===== src/rtl/uart_rx_cfg_if.sv =====
// Received-word port of uart_rx_cfg: one held word plus its status flags.
// Handshake: rx_data_o and the three flags are stable while rx_valid_o is high; the word transfers on every clock where rx_valid_o && rx_ready_i, and overrun_o is a separate one-clock pulse outside the handshake.
interface uart_rx_cfg_if #(
  parameter int DATA_BITS = 8
);
  logic [DATA_BITS-1:0] rx_data_o;
  logic                 rx_valid_o;
  logic                 rx_ready_i;
  logic                 frame_err_o;
  logic                 parity_err_o;
  logic                 break_o;
  logic                 overrun_o;

  modport master (
    output rx_data_o, rx_valid_o, frame_err_o, parity_err_o, break_o, overrun_o,
    input  rx_ready_i
  );

  modport slave (
    input  rx_data_o, rx_valid_o, frame_err_o, parity_err_o, break_o, overrun_o,
    output rx_ready_i
  );
endinterface


===== src/rtl/uart_rx_cfg.sv =====
// UART receiver: 16x oversampling, 3-sample majority vote, runtime divisor, one-word holding register.
// Optional parity bit is compiled in with `define UART_RX_PARITY_EN.
module uart_rx_cfg #(
  parameter int DATA_BITS  = 8,
  parameter int STOP_BITS  = 1,
  parameter int PARITY_ODD = 0,
  parameter int DIV_W      = 16
) (
  input  logic             clk_i,
  input  logic             rst_n,
  input  logic             rx_i,
  input  logic [DIV_W-1:0] baud_div_i,
  output logic             busy_o,
  output logic [2:0]       state_dbg_o,
  uart_rx_cfg_if.master    rx_if
);

  typedef enum logic [2:0] {
    ST_IDLE   = 3'd0,
    ST_START  = 3'd1,
    ST_DATA   = 3'd2,
`ifdef UART_RX_PARITY_EN
    ST_PARITY = 3'd3,
`endif
    ST_STOP   = 3'd4
  } state_t;

  localparam logic [3:0] LAST_BIT  = 4'(DATA_BITS - 1);
  localparam logic       LAST_STOP = 1'(STOP_BITS - 1);

  state_t state_q, state_d;

  logic             rx_meta, rx_sync, rx_prev;
  logic [1:0]       arm_cnt;
  logic             start_edge;
  logic [DIV_W-1:0] div_q, tick_cnt;
  logic [3:0]       samp_cnt;
  logic             tick, mid_tick, end_tick;
  logic             s7, s8, maj;
  logic [3:0]       bit_cnt;
  logic             stop_cnt;
  logic [DATA_BITS-1:0] shreg;
  logic             ferr_acc, stop_zero;
  logic             ferr_now, stop_zero_now, perr_now, brk_now;
  logic             frame_done;

  // arm_cnt keeps the reset value of the synchroniser from looking like a start edge
  always_ff @(posedge clk_i or negedge rst_n) begin
    if (!rst_n) begin
      rx_meta <= 1'b1;
      rx_sync <= 1'b1;
      rx_prev <= 1'b1;
      arm_cnt <= 2'd0;
    end else begin
      rx_meta <= rx_i;
      rx_sync <= rx_meta;
      rx_prev <= rx_sync;
      if (arm_cnt != 2'd3) arm_cnt <= arm_cnt + 2'd1;
    end
  end

  assign start_edge = (arm_cnt == 2'd3) && rx_prev && !rx_sync;

  assign tick     = (state_q != ST_IDLE) && (tick_cnt == div_q);
  assign mid_tick = tick && (samp_cnt == 4'd9);
  assign end_tick = tick && (samp_cnt == 4'd15);
  assign maj      = (s7 & s8) | (s7 & rx_sync) | (s8 & rx_sync);

  always_ff @(posedge clk_i or negedge rst_n) begin
    if (!rst_n) begin
      div_q    <= '0;
      tick_cnt <= '0;
      samp_cnt <= '0;
      s7       <= 1'b1;
      s8       <= 1'b1;
    end else begin
      if (state_q == ST_IDLE) begin
        tick_cnt <= '0;
        samp_cnt <= '0;
        if (start_edge) div_q <= (baud_div_i == '0) ? DIV_W'(1) : baud_div_i;
      end else if (tick) begin
        tick_cnt <= '0;
        samp_cnt <= samp_cnt + 4'd1;
        if (samp_cnt == 4'd7) s7 <= rx_sync;
        if (samp_cnt == 4'd8) s8 <= rx_sync;
      end else begin
        tick_cnt <= tick_cnt + DIV_W'(1);
      end
    end
  end

  always_ff @(posedge clk_i or negedge rst_n) begin
    if (!rst_n) state_q <= ST_IDLE;
    else        state_q <= state_d;
  end

  always_comb begin
    state_d    = state_q;
    frame_done = 1'b0;
    case (state_q)
      ST_IDLE:  if (start_edge) state_d = ST_START;
      ST_START: begin
        if (mid_tick && maj)  state_d = ST_IDLE;
        else if (end_tick)    state_d = ST_DATA;
      end
      ST_DATA: begin
        if (end_tick && (bit_cnt == LAST_BIT)) begin
`ifdef UART_RX_PARITY_EN
          state_d = ST_PARITY;
`else
          state_d = ST_STOP;
`endif
        end
      end
`ifdef UART_RX_PARITY_EN
      ST_PARITY: if (end_tick) state_d = ST_STOP;
`endif
      ST_STOP: begin
        // finishing at mid-bit leaves half a stop bit to catch the next start edge
        if (mid_tick && (stop_cnt == LAST_STOP)) begin
          state_d    = ST_IDLE;
          frame_done = 1'b1;
        end
      end
      default: state_d = ST_IDLE;
    endcase
  end

`ifdef UART_RX_PARITY_EN
  logic par_bit;

  always_ff @(posedge clk_i or negedge rst_n) begin
    if (!rst_n)                                   par_bit <= 1'b0;
    else if ((state_q == ST_PARITY) && mid_tick)  par_bit <= maj;
  end

  assign perr_now = par_bit != ((^shreg) ^ 1'(PARITY_ODD));
  assign brk_now  = (shreg == '0) && !par_bit && stop_zero_now;
`else
  assign perr_now = 1'b0;
  assign brk_now  = (shreg == '0) && stop_zero_now;
`endif

  always_ff @(posedge clk_i or negedge rst_n) begin
    if (!rst_n) begin
      bit_cnt   <= '0;
      stop_cnt  <= 1'b0;
      shreg     <= '0;
      ferr_acc  <= 1'b0;
      stop_zero <= 1'b1;
    end else begin
      case (state_q)
        ST_IDLE: begin
          bit_cnt   <= '0;
          stop_cnt  <= 1'b0;
          ferr_acc  <= 1'b0;
          stop_zero <= 1'b1;
        end
        ST_DATA: begin
          if (mid_tick) shreg <= {maj, shreg[DATA_BITS-1:1]};
          if (end_tick) bit_cnt <= (bit_cnt == LAST_BIT) ? 4'd0 : bit_cnt + 4'd1;
        end
        ST_STOP: begin
          if (mid_tick) begin
            if (!maj) ferr_acc  <= 1'b1;
            else      stop_zero <= 1'b0;
          end
          if (end_tick) stop_cnt <= stop_cnt + 1'b1;
        end
        default: ;
      endcase
    end
  end

  // the stop bit judged in the completing clock is folded in combinationally
  assign ferr_now      = ferr_acc | !maj;
  assign stop_zero_now = stop_zero & !maj;

  always_ff @(posedge clk_i or negedge rst_n) begin
    if (!rst_n) begin
      rx_if.rx_data_o    <= '0;
      rx_if.rx_valid_o   <= 1'b0;
      rx_if.frame_err_o  <= 1'b0;
      rx_if.parity_err_o <= 1'b0;
      rx_if.break_o      <= 1'b0;
      rx_if.overrun_o    <= 1'b0;
    end else begin
      rx_if.overrun_o <= 1'b0;
      if (frame_done) begin
        if (rx_if.rx_valid_o && !rx_if.rx_ready_i) begin
          rx_if.overrun_o <= 1'b1;
        end else begin
          rx_if.rx_data_o    <= shreg;
          rx_if.frame_err_o  <= ferr_now;
          rx_if.parity_err_o <= perr_now;
          rx_if.break_o      <= brk_now;
          rx_if.rx_valid_o   <= 1'b1;
        end
      end else if (rx_if.rx_valid_o && rx_if.rx_ready_i) begin
        rx_if.rx_valid_o <= 1'b0;
      end
    end
  end

  assign busy_o      = (state_q != ST_IDLE);
  assign state_dbg_o = state_q;

endmodule


===== src/flat_wrapper.sv =====
// flat-port wrapper written by rule: the top's interface ports become plain ports
module uart_rx_cfg_flat 
#(
  parameter int DATA_BITS  = 8,
  parameter int STOP_BITS  = 1,
  parameter int PARITY_ODD = 0,
  parameter int DIV_W      = 16
)
  (clk_i, rst_n, rx_i, baud_div_i, busy_o, state_dbg_o, rx_if_rx_data_o, rx_if_rx_valid_o, rx_if_frame_err_o, rx_if_parity_err_o, rx_if_break_o, rx_if_overrun_o, rx_if_rx_ready_i);
  uart_rx_cfg_if #(.DATA_BITS(DATA_BITS)) rx_if_i ();
  input  logic clk_i;
  input  logic rst_n;
  input  logic rx_i;
  input  logic [DIV_W-1:0] baud_div_i;
  output logic busy_o;
  output logic [2:0] state_dbg_o;
  output wire logic [$bits(rx_if_i.rx_data_o)-1:0] rx_if_rx_data_o;
  output wire logic [$bits(rx_if_i.rx_valid_o)-1:0] rx_if_rx_valid_o;
  output wire logic [$bits(rx_if_i.frame_err_o)-1:0] rx_if_frame_err_o;
  output wire logic [$bits(rx_if_i.parity_err_o)-1:0] rx_if_parity_err_o;
  output wire logic [$bits(rx_if_i.break_o)-1:0] rx_if_break_o;
  output wire logic [$bits(rx_if_i.overrun_o)-1:0] rx_if_overrun_o;
  input wire logic [$bits(rx_if_i.rx_ready_i)-1:0] rx_if_rx_ready_i;
  assign rx_if_rx_data_o = rx_if_i.rx_data_o;
  assign rx_if_rx_valid_o = rx_if_i.rx_valid_o;
  assign rx_if_frame_err_o = rx_if_i.frame_err_o;
  assign rx_if_parity_err_o = rx_if_i.parity_err_o;
  assign rx_if_break_o = rx_if_i.break_o;
  assign rx_if_overrun_o = rx_if_i.overrun_o;
  assign rx_if_i.rx_ready_i = rx_if_rx_ready_i;
  uart_rx_cfg #(.DATA_BITS(DATA_BITS), .STOP_BITS(STOP_BITS), .PARITY_ODD(PARITY_ODD), .DIV_W(DIV_W)) u_core (.clk_i(clk_i), .rst_n(rst_n), .rx_i(rx_i), .baud_div_i(baud_div_i), .busy_o(busy_o), .state_dbg_o(state_dbg_o), .rx_if(rx_if_i));
endmodule

===== config.mk =====
export PLATFORM = sky130hd
export DESIGN_NAME = uart_rx_cfg_flat
export DESIGN_NICKNAME = d
export VERILOG_FILES = /design/src/rtl/uart_rx_cfg_if.sv /design/src/rtl/uart_rx_cfg.sv /design/src/flat_wrapper.sv
export SDC_FILE = /design/constraint.sdc
export NUM_CORES = 1
export LEC_CHECK = 0
export CORE_MARGIN = 5
export CORE_UTILIZATION = 55
export CTS_BUF_LIST = sky130_fd_sc_hd__clkbuf_4 sky130_fd_sc_hd__clkbuf_8 sky130_fd_sc_hd__clkbuf_16
export DETAILED_ROUTE_END_ITERATION = 8
export GPL_TIMING_DRIVEN = 0
export HOLD_SLACK_MARGIN = 0.1
export PLACE_DENSITY_LB_ADDON = 0.05
export SYNTH_ARGS = -nofsm -noshare
export SYNTH_HDL_FRONTEND = slang
export SYNTH_SLANG_ARGS = --single-unit
export TNS_END_PERCENT = 10

===== constraint.sdc =====
create_clock -name clk_i -period 2.7 [get_ports clk_i]
set_clock_uncertainty 0.05 [all_clocks]
set_input_delay 0.54 -clock clk_i [delete_from_list [all_inputs] [get_ports clk_i]]
set_output_delay 0.54 -clock clk_i [all_outputs]
set_load 0.02 [all_outputs]

==> run summary <==
The run finished with clean final reports. The average wire per standard cell came out at 15.97 µm. Clock tree synthesis found a total of 73 sinks.

The setup violation total in the final timing report is 0. The detailed-route vias per instance is 5.605. The number of stages on the worst setup path came out at 3. The TritonCTS clock tree is yes. The highest fanout seen on the critical path is 8. The most instantiated flip-flop cell in the synthesis netlist is dfrtp_1. Hold is met by 0.1081 ns. The count of synthesis-stage warnings from yosys came out at 0. The detailed placer's ending HPWL is 4.827 mm. Summed over all cells, the static leakage comes to 1.858 nW. The master of the slowest instance on the critical path is clkdlybuf4s50_1. The dominant cell by count in the synthesized netlist is dfrtp_1. The maximum root-to-sink buffer count is 2.

The net count after synthesis is 324. The number of global-route vias before repair was 2454. Setup repair after global routing left no endpoint under its margin. The overall die width is 88.92 µm. The number of H-tree levels came out at 3. The number of buffer cells added on primary ports came out at 35.

Routability-driven placement finished with a final weighted congestion of 0.7861. The flop and latch count out of synthesis is 73. The worst-case register-to-register setup slack is 0.28 ns.

The sum of buffers and inverters on the critical path came out at 2. The startpoint identified for the worst register-to-register timing path is u_core.tick_cnt[9]. The final critical-path required period came out at 2.421 ns. The clock latency reported for the late side of the worst-skew pair came out at 0.34 ns. The die height is 88.92 µm.

In the synthesized netlist the async set-or-reset flop fraction comes to 1.000. Of the cells placed in the final design, the portion with a size suffix greater than 1 is 0.2171. The combined flip-flop and latch cell area came out at 1834 µm². The path class of the tightest hold or removal check is input pin to async pin.

The overall power after layout came out at 2.806 mW. The post-synthesis cell type count is 45. The clock slew at the register clock pins of the worst setup and hold paths came out at 0.08 ns. The effective utilization at floorplan came out at 0.5718.

STA classifies the critical path endpoint as an output port. The placement-stage worst setup slack came out at 0.1195 ns. The total area of multi-input combinational cells is 1521 µm². The netlist area before placement is 3426 µm².

The startpoint type of the worst setup path is a flop. For the worst setup path, the data required time is 2.11 ns. The signal on the critical path passes through nor3_1, inv_1, clkdlybuf4s50_1. The share of the cycle needed by the critical path after routing came out at 0.8966. The number of ports placed on the die boundary is 37. The total inserted antenna cells came out at 0.

Once detail routing completed, the nets flagged for antenna violations numbered 0. The hold buffer count at CTS came out at 0. For the pin with the worst max-slew slack, the measured transition is 0.5403 ns. The part of the Yosys area used for sequential elements came out at 0.5354. The DRC violation total after the first TritonRoute iteration is 66.

The core area is 5991 µm². The worst flop-to-flop path endpoint is u_core.s7. The tool flagged a number of max-cap violations equal to 0. The cell family contributing the most delay on the critical path is buffers and inverters. The library cell used as clock root buffer is clkbuf_8. The number of clock buffers inserted by TritonCTS came out at 9. The routed layout has 2382 vias. Sorting the synthesized cells by how often they occur yields dfrtp_1 (67), mux2_2 (35), nor2_1 (29), xor2_1 (21), nand2_1 (19). The remaining max-slew budget at the tightest pin came out at 0.6370.

Entering global routing, the biggest net connects 39 pins. The first-pass detailed-route iteration total came out at 4. The initialized floorplan defines 28 standard-cell rows. The average footprint of a synthesized cell came out at 11.50 µm². Setup slack closes at 0.2791 ns.

The hold violation total from the final report is 0. The area added between synthesis and finish is 19.54%. The worst-case vdd ir drop came out at 0.4196 mV. The filler cell count in the final layout came out at 483. The aggregate negative setup slack came out at 0 ns. The first global-routing pass estimated 11.75 mm of wire. The worst setup path is of the flop to output port kind. The longest individual stage delay on the worst path came out at 0.58 ns. The number of antenna violations at the first check in global routing is 0. The top-area cell type share of the netlist area is 0.4894. The post-route DRC violation count is 0. The routed design has 6.786 mm of wire. The ratio of total power to cell area is 685.1 nW/µm².

In the global route stage, overall resource usage came out at 0.1975. The number of instances in the synthesized netlist is 298. The peak clock frequency supported by timing came out at 413.1 MHz.

The largest total area in the synthesized netlist belongs to dfrtp_1. Sorting the synthesized cells by area gives the leading types as dfrtp_1 (49%), mux2_2 (12%), xor2_1 (5.4%), dfstp_2 (4.6%), nor2_1 (3.2%). For the worst setup path, the data arrival time is 1.83 ns. The final-stage net count came out at 371. At the end of the flow the core is filled with cells to 0.6836.

The floorplan die area came out at 7907 µm². The path depth of the worst reg2reg path came out at 5. The remaining global-route overflow is 0. The final number of max-transition violations is 0. The synthesized design contains 0 enable-type register cells.
[layout make-up]
class | instances | share of cell area
Buffer | 9 | 0.01039
Clock buffer | 11 | 0.03544
Clock inverter | 5 | 0.01375
Inverter | 9 | 0.008249
Multi-Input combinational cell | 207 | 0.3715
Sequential cell | 73 | 0.4479
Tap cell | 75 | 0.02291
Timing Repair Buffer | 36 | 0.08983
[power by group]
group	internal, mW	total (mW)	switching (mW)
combinational	0.276	0.529	0.253
clock	0.461	0.865	0.404
sequential	1.26	1.41	0.146
total	2.00	2.81	0.804
[flip-flops by register name, indices dropped and copies added, names as in the netlist, 2 cells and up]
signal	flops
u_core.div_q	16
u_core.tick_cnt	16
u_core.rx_if.rx_data_o	8
u_core.shreg	8
u_core.bit_cnt	4
u_core.samp_cnt	4
u_core.state_dbg_o	3
u_core.arm_cnt	2
[worst max-delay path by stage]
stage,start,to,slack (ns)
3_3_place_gp,rst_n,u_core.rx_if.rx_data_o[2],-1.48
3_5_place_dp,u_core.tick_cnt[4],u_core.tick_cnt[14],0.12
5_1_grt,u_core.tick_cnt[9],u_core.tick_cnt[14],0.06
6_report,u_core.state_dbg_o[2],busy_o,0.28
2_1_floorplan,u_core.tick_cnt[9],u_core.s7,0.60
4_1_cts,u_core.tick_cnt[2],u_core.s7,0.07
[layer usage]
metal,vias up,global-route usage,routed length [µm]
li1,1141,-,-
met1,1182,0.2859,3382
met2,52,0.2942,2961
met3,7,0.03687,355
met4,0,0.07967,86
met5,-,0,0
[timing repair]
item                                    in CTS  in global routing
hold endpoints to repair                     0                  0
setup buffers                                0                  0
endpoints found under the setup margin       0                 11
resized for setup                            0                  1
[cell families (layout without fill, tap and decap cells)]
logic type / Yosys count / after routing / synth area share
adders and majority gates: 7 / 7 / 0.02484
AOI/OAI and AO/OA: 28 / 28 / 0.05515
DFF: 73 / 73 / 0.5354
buffers and inverters: 18 / 70 / 0.02228
other: 1 / 1 / 0.001095
and+or+nand+nor: 103 / 103 / 0.1611
xor gates and xnor gates: 32 / 32 / 0.08181
muxes: 36 / 36 / 0.1183
[placed cells by master (no fill, tap or decap), drive strengths merged, types with 2 or more instances in the layout]
cell type,n
dfrtp,67
nor2,29
clkbuf,15
a31oi,5
dfstp,6
nor4,8
xor2,21
and4,4
clkdlybuf4s50,34
ha,6
nand2,19
nand2b,2
nor3,6
xnor2,11
inv,9
or3,2
o21ai,5
a21oi,5
o211ai,2
o31ai,2
nand3,9
nand4,7
nor2b,3
a22o,2
mux2,36
or4,2
nor3b,3
and3,4
a31o,2
and2,3
buf,7
clkinv,3
[metrics by stage]
step,cells,area [µm²]
after floorplan,298,3426
after global placement,408,3870
after detailed placement,409,3887
after CTS,425,4089
after global routing,425,4095
final,425,4095
(Power assumes the default switching activity.)
